[src/rtl/input_conditioner.sv]
// input_conditioner: 2-flop synchronisers and per-channel debounce FSMs for buttons (with press/release strobes) and switches.
// Define INPUT_SWITCH_DEBOUNCE_EN to debounce the switches too; otherwise Switch comes straight off the synchroniser.
module input_conditioner #(
    parameter int DEBOUNCE_CYCLES = 50000,
    parameter int CNT_W           = 16
) (
    input  logic       Clock,
    input  logic       Reset_n,
    input  logic [1:0] ButtonRaw,
    input  logic [1:0] SwitchRaw,
    output logic [1:0] Button,
    output logic [1:0] Switch,
    output logic [1:0] Press,
    output logic [1:0] Release
);
    typedef enum logic [1:0] {STABLE_LO, PEND_HI, STABLE_HI, PEND_LO} state_t;
    localparam logic [CNT_W-1:0] LAST = CNT_W'(DEBOUNCE_CYCLES - 1);
`ifdef INPUT_SWITCH_DEBOUNCE_EN
    localparam int NCH = 4;
`else
    localparam int NCH = 2;
`endif
    logic [3:0]     r_meta, r_sync;
    logic [NCH-1:0] w_level;
    logic [1:0]     w_btn_nx;
    always_ff @(posedge Clock or negedge Reset_n) begin
        if (!Reset_n) begin
            r_meta <= '0;
            r_sync <= '0;
        end else begin
            r_meta <= {SwitchRaw, ButtonRaw};
            r_sync <= r_meta;
        end
    end
    // Channels 0-1 are buttons, 2-3 (debounce build only) are switches.
    for (genvar g = 0; g < NCH; g++) begin : g_db
        state_t           r_state, w_state_nx;
        logic [CNT_W-1:0] r_cnt, w_cnt_nx;
        logic             r_level, w_level_nx;
        always_ff @(posedge Clock or negedge Reset_n) begin
            if (!Reset_n) begin
                r_state <= STABLE_LO;
                r_cnt   <= '0;
                r_level <= 1'b0;
            end else begin
                r_state <= w_state_nx;
                r_cnt   <= w_cnt_nx;
                r_level <= w_level_nx;
            end
        end
        always_comb begin
            w_state_nx = r_state;
            w_cnt_nx   = '0;
            w_level_nx = r_level;
            case (r_state)
                STABLE_LO: if (r_sync[g]) w_state_nx = PEND_HI;
                PEND_HI:
                    if (!r_sync[g]) w_state_nx = STABLE_LO;
                    else if (r_cnt == LAST) begin
                        w_state_nx = STABLE_HI;
                        w_level_nx = 1'b1;
                    end else w_cnt_nx = r_cnt + 1'b1;
                STABLE_HI: if (!r_sync[g]) w_state_nx = PEND_LO;
                PEND_LO:
                    if (r_sync[g]) w_state_nx = STABLE_HI;
                    else if (r_cnt == LAST) begin
                        w_state_nx = STABLE_LO;
                        w_level_nx = 1'b0;
                    end else w_cnt_nx = r_cnt + 1'b1;
                default: w_state_nx = STABLE_LO;
            endcase
        end
        assign w_level[g] = r_level;
        if (g < 2) begin : g_btn
            assign w_btn_nx[g] = w_level_nx;
        end
    end
    // Strobes are registered alongside the level, so each fires the cycle the level changes.
    always_ff @(posedge Clock or negedge Reset_n) begin
        if (!Reset_n) begin
            Press   <= '0;
            Release <= '0;
        end else begin
            Press   <= w_btn_nx & ~Button;
            Release <= ~w_btn_nx & Button;
        end
    end
    assign Button = w_level[1:0];
`ifdef INPUT_SWITCH_DEBOUNCE_EN
    assign Switch = w_level[3:2];
`else
    assign Switch = r_sync[3:2];
`endif
endmodule

[config.mk]
export PLATFORM = sky130hd
export DESIGN_NAME = input_conditioner
export DESIGN_NICKNAME = d
export VERILOG_FILES = /design/src/rtl/input_conditioner.sv
export SDC_FILE = /design/constraint.sdc
export NUM_CORES = 1
export LEC_CHECK = 0
export ABC_AREA = 0
export CORE_MARGIN = 3
export CORE_UTILIZATION = 53
export DETAILED_ROUTE_END_ITERATION = 8
export GPL_TIMING_DRIVEN = 0
export MAX_ROUTING_LAYER = met4
export PLACE_DENSITY = 0.72
export SETUP_SLACK_MARGIN = 0.1
export SLEW_MARGIN = 20
export SYNTH_ARGS = -nofsm -noshare
export SYNTH_HDL_FRONTEND = slang
export SYNTH_SLANG_ARGS = --single-unit
[constraint.sdc]
create_clock -name Clock -period 2.8 [get_ports Clock]
set_input_delay 0.28 -clock Clock [delete_from_list [all_inputs] [get_ports Clock]]
set_output_delay 0.28 -clock Clock [all_outputs]
set_load 0.005 [all_outputs]
==> run metrics, run 1 <==
H-tree Lvls 2; Synth area leaders dfrtp_1 56%, xnor2_1 9.4%, nor2_1 6.2%; Syn-to-layout area delta 14.61%; P_leak about 1 nW; placer congestion estimate about 0.82; Worst setup EP type flip-flop; Pins Over Slew Limit 0; via count roughly 1500; share of post-route cells with drive strength above 1 between 8 and 9%; sequential share of power between 50% and 60%; antenna violation net count after detailed routing 0; mux cell area share after synthesis approximately 1.6%; Non-Filler Instances 283; top cells by count, synth 50 x dfrtp_1, 37 x nor2_1, 24 x xnor2_1; post-route cell area 2571 um^2; CP Cell Sequence or4b_1 > or4_4 > buf_6 > mux2_4; Final Core Density 63.82%; largest family of logic cells by synthesized area simple AND/OR/NAND/NOR gates; Core ar. between 4000 and 5000 um^2; worst hold path class flip-flop to flip-flop; # Max-Cap Violations 0; Die Ht 71.06 um; crit-path max FO 5; area leader, netlist dfrtp_1; Least-Margin Pin Slew 598.4 ps; die width 71.06 um; crit-path max cell delay 550 ps; first-pass GRT wire length 6230 um; placed cell count 274; Clock Sinks 50; unrepaired setup endpoints after global routing false; fin crit period 2068 ps; Gate power share 3.6%; most frequent cell after synthesis dfrtp_1; Cell Area, Synth 2243 um^2; XOR/XNOR Fraction of Synth Area 11.71%; effective utilization at floorplan 55.68%; DRT iter0 DRCs 121; port buffer count 13; drt drc 0; Post-DP HPWL 2549 um; Post-Synth Adder-Cell Area 1.115%; Post-DP Area 2451 um^2; number of antenna violations at the first check in global routing 0; Final Setup Violations 0; CTS resizes 0; Max Root-Sink Buffers 2; worst skew pair latency 300 ps; status complete, no violations; post-synthesis register bit count 50; cell internal pwr between 1 and 1.5 mW; root buf cell clkbuf_8; Nets 240; drt first pass iters 4; Compound-Gate Fraction of Synth Area less than 1%; slowest CP cell or4_4; Post-Route Setup TNS 0 ps; register area share after synthesis 55.77%; Fmax achieved between 400 and 500 MHz; row count 23; I/O Pins 14; Synth cell types 33; CTS tree done; simple-gate share of the synthesized area 24.99%; Synth Flop Type dfrtp_1; Global Route Usage Sum between 15 and 20%; # hold bufs at CTS 1; CP Class flip-flop to flip-flop; post-synth top area share a little under three fifths; grt ovf 0; Worst Setup Start Kind flip-flop; Yosys Warn Count 0; vias per inst 5.230; number of synthesized flops with an enable pin 0; Wirelength per Cell 12.65 um; endpoints failing hold 0; post-synthesis area per instance 10.68 um^2; PD cells 496.2 nW/um^2; Post-synth ARST share 100.0%; Reg clk slew, reported paths 80 ps; Post-Syn Instances 210; CP required around 3000 ps; synthesized net count 218; part of the cycle the worst path needs 73.86%; total power about 1.3 mW; pre-CTS WS 739.5 ps; Peak supply drop 304.2 uV; largest net degree at the start of global routing 27; critical path data arrival time between 2000 and 2500 ps; postcts setup bufs 0; clock buffer count from CTS 5; Clock Skew around 5 ps; Die ar. 5050 um^2; clock share of power 38.6%; worst hold slack 354.2 ps; Switching Share 20.33%; Diodes inserted 0; number of global-route vias before repair 1399; Total Wirelength around 3600 um; Sw Pwr about 0.26 mW; post-route setup slack 731.9 ps; Slew headroom 60.11%
kinds of logic (layout without fill, tap and decap cells):
logic type | after synthesis | count (layout)
compound gates | 3 | 3
simple gates | 105 | 105
mux | 3 | 3
buf+inv | 17 | 40
flops | 50 | 50
xor+xnor | 30 | 30
fa+ha+maj | 2 | 2
sequential cells by signal, summed over array words and instances (netlist names), named ones only:
register / flops
Release: 2
g_db.r_state: 2
g_db.r_level: 2
g_db.r_cnt: 32
r_sync: 4
Press: 2
r_meta: 4
cell type report:
| type | instances | area [um^2] |
|---|---|---|
| Buffer | 7 | 52.55 |
| Clock buffer | 6 | 72.57 |
| Clock inverter | 2 | 37.54 |
| Fill cell | 330 | 1458 |
| Inverter | 10 | 37.54 |
| Multi-Input combinational cell | 143 | 902.1 |
| Sequential cell | 50 | 1251 |
| Tap cell | 50 | 62.56 |
| Timing Repair Buffer | 15 | 155.1 |
layout by cell type (no fill, tap or decap), types with 5 or more instances in the layout:
| cell type | count |
|---|---|
| nand3_1 | 12 |
| nor2_1 | 37 |
| clkbuf_8 | 5 |
| nor4_1 | 7 |
| nand4_1 | 10 |
| xor2_1 | 6 |
| xnor2_1 | 24 |
| dfrtp_1 | 50 |
| buf_4 | 5 |
| inv_1 | 10 |
| nand2_1 | 10 |
| nor3_1 | 10 |
| clkdlybuf4s50_1 | 12 |
power groups by stage:
stage	clock [mW]	combinational [mW]	sequential, mW
after floorplan	0	0.0160	0.751
after global placement	0	0.0434	0.752
after detailed placement	0	0.0466	0.752
after CTS	0.513	0.0475	0.738
after global routing	0.538	0.0520	0.740
final	0.493	0.0453	0.738
layer usage:
| metal | GRT usage [%] | share of wire, % | vias up | routed length, um |
|---|---|---|---|---|
| met1 | 20.19 | 49 | 691 | 1746 |
| met5 | - | 0 | - | 0 |
| li1 | - | - | 759 | - |
| met4 | 5.219 | 0.89 | 0 | 32 |
| met2 | 25.13 | 46 | 26 | 1640 |
| met3 | 4.688 | 4.5 | 4 | 161 |
final timing paths:
path,from,slack [ps],cells after the start,to
max reg2reg,g_db[0].r_cnt[12],730,4,flip-flop
min reg2reg,r_meta[3],350,0,r_sync[3]
max,g_db[0].r_cnt[12],730,4,flip-flop
max in group asynchronous,Reset_n,1750,3,g_db[0].r_cnt[10]
min in group asynchronous,Reset_n,510,2,Release[0]
min,r_meta[3],350,0,r_sync[3]
critical path: cells and delay by family (launching register included):
family        cells  cell delay (ps)
simple gates      2             1090
flops             1              430
mux               1              290
buf+inv           1              140
Note: power is estimated with default switching activity, not from simulation.
==> run 2: changes to the inputs <==
Clock period 2.8 ns to 2.05 ns, I/O delays scaled along.
==> run metrics, run 2 (synthesis gave the netlist of run 1 again) <==
vias per inst 5.240; share of post-route cells with drive strength above 1 14.46%; crit-path max cell delay 540 ps; Core ar. ~4000 um^2; Max Root-Sink Buffers 2; Worst Setup Start Kind flip-flop; Slew headroom 61.56%; Total Wirelength 3734 um; Wirelength per Cell 12.79 um; Least-Margin Pin Slew 576.5 ps; number of antenna violations at the first check in global routing 0; Global Route Usage Sum around 17%; worst hold slack 333.2 ps; DRT iter0 DRCs 78; worst skew pair latency 300 ps; part of the cycle the worst path needs just under 100%; port buffer count 13; worst reg2reg path depth 4; Final Core Density 66.49%; Most flops, register g_db.r_cnt; Final Setup Violations 0; Clock Skew 4.659 ps; Diodes inserted 0; fin crit period 1991 ps; Fmax achieved 502.3 MHz; Die ar. 5050 um^2; CP required approximately 2200 ps; Nets 249; slowest CP cell or4b_4; crit-path max FO 5; Non-Filler Instances between 200 and 300; die width 71.06 um; CP Cell Sequence or4b_4 > or4_4 > buf_6 > mux2_4; # Max-Cap Violations 0; status complete, no violations; Die Ht 71.06 um; via count between 1500 and 2000; max FFs per register 32; placer congestion estimate 0.8157; most common library cell in the layout ignoring fill and taps dfrtp_1; unrepaired setup endpoints after global routing true; Post-DP HPWL 2477 um; reg2reg setup slack ~59 ps; Worst Setup SP g_db[0].r_cnt[11]; antenna violation net count after detailed routing 0; drt first pass iters 4; first-pass GRT wire length about 6500 um; grt ovf 0; post-route setup slack 59.20 ps; origin of the critical flop-to-flop path g_db[0].r_cnt[11]; endpoints failing hold 0; clock buffer count from CTS 5; PD cells roughly 660 nW/um^2; root buf cell clkbuf_8; effective utilization at floorplan 55.68%; row count 23; CTS tree done; Filler cells 305; number of global-route vias before repair roughly 1500; largest net degree at the start of global routing 27; H-tree Lvls 2; CP Class flip-flop to flip-flop; biggest regs g_db.r_cnt x32, r_meta x4, r_sync x4; leading cell types in the layout, fill and taps excluded 50 x dfrtp_1, 37 x nor2_1, 24 x xnor2_1, 13 x buf_4; drt drc 0; I/O Pins 14; Syn-to-layout area delta 19.41%; Reg clk slew, reported paths 90 ps; placed cell count 274; Worst setup EP type flip-flop; Clock Sinks 50; pre-CTS WS -20.85 ps; critical path data arrival time ~2200 ps; P_leak 1.092 nW; Pins Over Slew Limit 0; Peak supply drop 425.3 uV; worst hold path class input port to flip-flop
[run 2: how the worst min path moves through the flow]
stage,from,end,cells after the start
floorplan,Reset_n,Press[0],0
global placement,r_meta[3],r_sync[3],0
detailed placement,Reset_n,r_meta[2],1
CTS,SwitchRaw[0],r_meta[2],1
global route,SwitchRaw[1],r_meta[3],1
finish,SwitchRaw[0],r_meta[2],1
[run 2: what timing repair did]
action / 4_1_cts / 5_1_grt
hold buffers: 1 / 0
setup endpoints to repair: 23 / 23
pin swaps: 3 / 0
buffers inserted: 5 / 4
gates resized for setup: 6 / 3
endpoints found under the hold margin: 25 / 0
[run 2: layer usage]
layer / wire [um] / GRT usage, % / vias to the layer above / share of wire [%]
met5: 0 / - / - / 0
met4: 65 / 7.724 / 0 / 1.7
met3: 159 / 4.261 / 7 / 4.3
met2: 1745 / 25.64 / 28 / 47
met1: 1764 / 21.79 / 719 / 47
li1: - / - / 776 / -
[run 2: stage by stage]
stage | power (mW) | area [um^2] | TNS, ps
3_5_place_dp | 1.091 | 2451 | -123.2
5_1_grt | 1.836 | 2679 | 0
3_3_place_gp | 1.087 | 2436 | -31660
4_1_cts | 1.781 | 2633 | 0
6_report | 1.758 | 2679 | 0
2_1_floorplan | 1.048 | 2243 | 0
[run 2: critical path: cells and delay by family (launching register included)]
family                 cells  cell delay (ps)
and+or+nand+nor            2             1060
DFF                        1              390
muxes                      1              280
buffers and inverters      1              150
[run 2: area by class of cell]
class	count	area (um^2)	area share, %
sequential	50	1251	46.71
multi-input combinational	143	933.4	34.84
timing repair buffer	24	222.7	8.314
clock buffer	6	72.57	2.709
tap	50	62.56	2.335
buffer	7	61.31	2.289
clock inverter	2	37.54	1.401
inverter	10	37.54	1.401
[run 2: power by group]
group	internal, mW	leakage, nW	total (mW)	switching, mW
sequential	0.999	0.673	1.01	0.00955
combinational	0.0315	0.367	0.0699	0.0385
clock	0.364	0.0514	0.680	0.316
total	1.39	1.09	1.76	0.364
==> run 3: changes to the inputs <==
Settings changed: PLACE_DENSITY 0.72 to unset, PLACE_DENSITY_LB_ADDON set to 0.05.
==> run metrics, run 3 (synthesis gave the netlist of run 1 again) <==
first-pass GRT wire length about 7200 um; Post-DP Area 2451 um^2; Die ar. a little over 5000 um^2; worst hold path class input port to flip-flop; Die Ht 71.06 um; P_leak 1.075 nW; die width 71.06 um; status complete, no violations; wire length on met2 between 2000 and 2500 um; endpoints failing hold 0; met3 routed WL 172 um; Post-DP HPWL 3004 um; Clock Sinks 50; Final Setup Violations 0; M1 WL 1834 um; pre-CTS WS -25.00 ps; number of global-route vias before repair 1601; vias per inst 5.516; CTS tree done; largest net degree at the start of global routing 35; worst skew pair latency around 300 ps; root buf cell clkbuf_8; Least-Margin Pin Slew 416.8 ps; CP required 2240 ps; CP Class flip-flop to flip-flop; leading cell types in the layout, fill and taps excluded 50 x dfrtp_1, 37 x nor2_1, 24 x xnor2_1, 12 x nand3_1, 12 x clkdlybuf4s50_1; Slew headroom 71.83%; Pins Over Slew Limit 0; Total Wirelength 4231 um; fin crit period roughly 2000 ps; max FFs per register 32; Wirelength per Cell 14.64 um; effective utilization at floorplan 55.68%; Reg clk slew, reported paths 90 ps; Diodes inserted 0; Final Core Density 65.84%; drt drc 0; Global Route Usage Sum 18.98%; antenna violation net count after detailed routing 0; grt ovf 0; H-tree Lvls 2; most common library cell in the layout ignoring fill and taps dfrtp_1; DRT iter0 DRCs around 110; Nets 246; drt first pass iters 4; share of post-route cells with drive strength above 1 13.39%; Max Root-Sink Buffers 2; Syn-to-layout area delta 18.24%; Most flops, register g_db.r_cnt; Clock Skew 3.827 ps; Worst setup EP type flip-flop; row count 23; crit-path max FO 5; part of the cycle the worst path needs 97.76%; unrepaired setup endpoints after global routing true; top sig layer met4; port buffer count 13; via count 1594; biggest regs g_db.r_cnt x32, r_meta x4, r_sync x4; Worst Setup Start Kind flip-flop; Peak supply drop 509.6 uV; clock buffer count from CTS 5; placer congestion estimate 0.8337; Core ar. 4029 um^2; I/O Pins 14; post-route cell area 2653 um^2; Post-Route Setup TNS 0 ps; Fmax achieved about 500 MHz; PD cells 662.8 nW/um^2; post-route setup slack 45.96 ps; # Max-Cap Violations 0; total power 1.758 mW; number of antenna violations at the first check in global routing 0; critical path data arrival time about 2200 ps
==> run 3: repair_timing <==
item | CTS | global route
hold buffers | 1 | 0
pin swaps | 3 | 0
endpoints found under the setup margin | 24 | 13
buffers inserted | 4 | 2
gates resized for setup | 7 | 1
hold endpoints to repair | 16 | 0
==> run 3: through the flow <==
step	cells	hold slack, ps
floorplan	210	-90.59
global placement	273	333.5
CTS	287	330.3
finish	289	342.3
detailed placement	274	153.0
global route	289	319.8
==> run 3: path summary, 6_finish.rpt <==
check / startpoint / end / slack [ps] / depth (start not counted)
max: g_db[0].r_cnt[12] / flip-flop / 50 / 4
min: SwitchRaw[1] / r_meta[3] / 340 / 1
max reg2reg: g_db[0].r_cnt[12] / flip-flop / 50 / 4
min reg2reg: r_meta[1] / r_sync[1] / 360 / 0
max in group asynchronous: Reset_n / g_db[0].r_cnt[6] / 1190 / 3
min in group asynchronous: Reset_n / Release[0] / 350 / 2
==> run 3: per-layer routing <==
layer	vias to the layer above	global-route usage, %
met1	782	23.27
li1	768	-
met4	0	8.351
met2	37	30.28
met3	7	4.119
met5	-	-
==> run 3: final cells by class <==
| type | instances | area, um^2 |
|---|---|---|
| well taps | 50 | 62.56 |
| plain buffers | 7 | 57.56 |
| clock buffers | 6 | 72.57 |
| clock inverters | 2 | 37.54 |
| inverters | 10 | 37.54 |
| flip-flops and latches | 50 | 1251 |
| multi-input cells | 143 | 933.4 |
| repair buffers | 21 | 200.2 |
| fillers | 312 | 1376 |
==> run 3: power by group <==
group | switching (mW) | leakage [nW] | internal, mW
Sequential | 0.0102 | 0.673 | 0.999
Clock | 0.316 | 0.0514 | 0.364
Combinational | 0.0394 | 0.350 | 0.0300
Total | 0.365 | 1.07 | 1.39
==> run 3: worst max-delay path: stages, from the launching register on <==
cell and delay (ps):
dfrtp_1 390, or4b_4 540, or4_4 520, buf_6 150
mux2_4 290
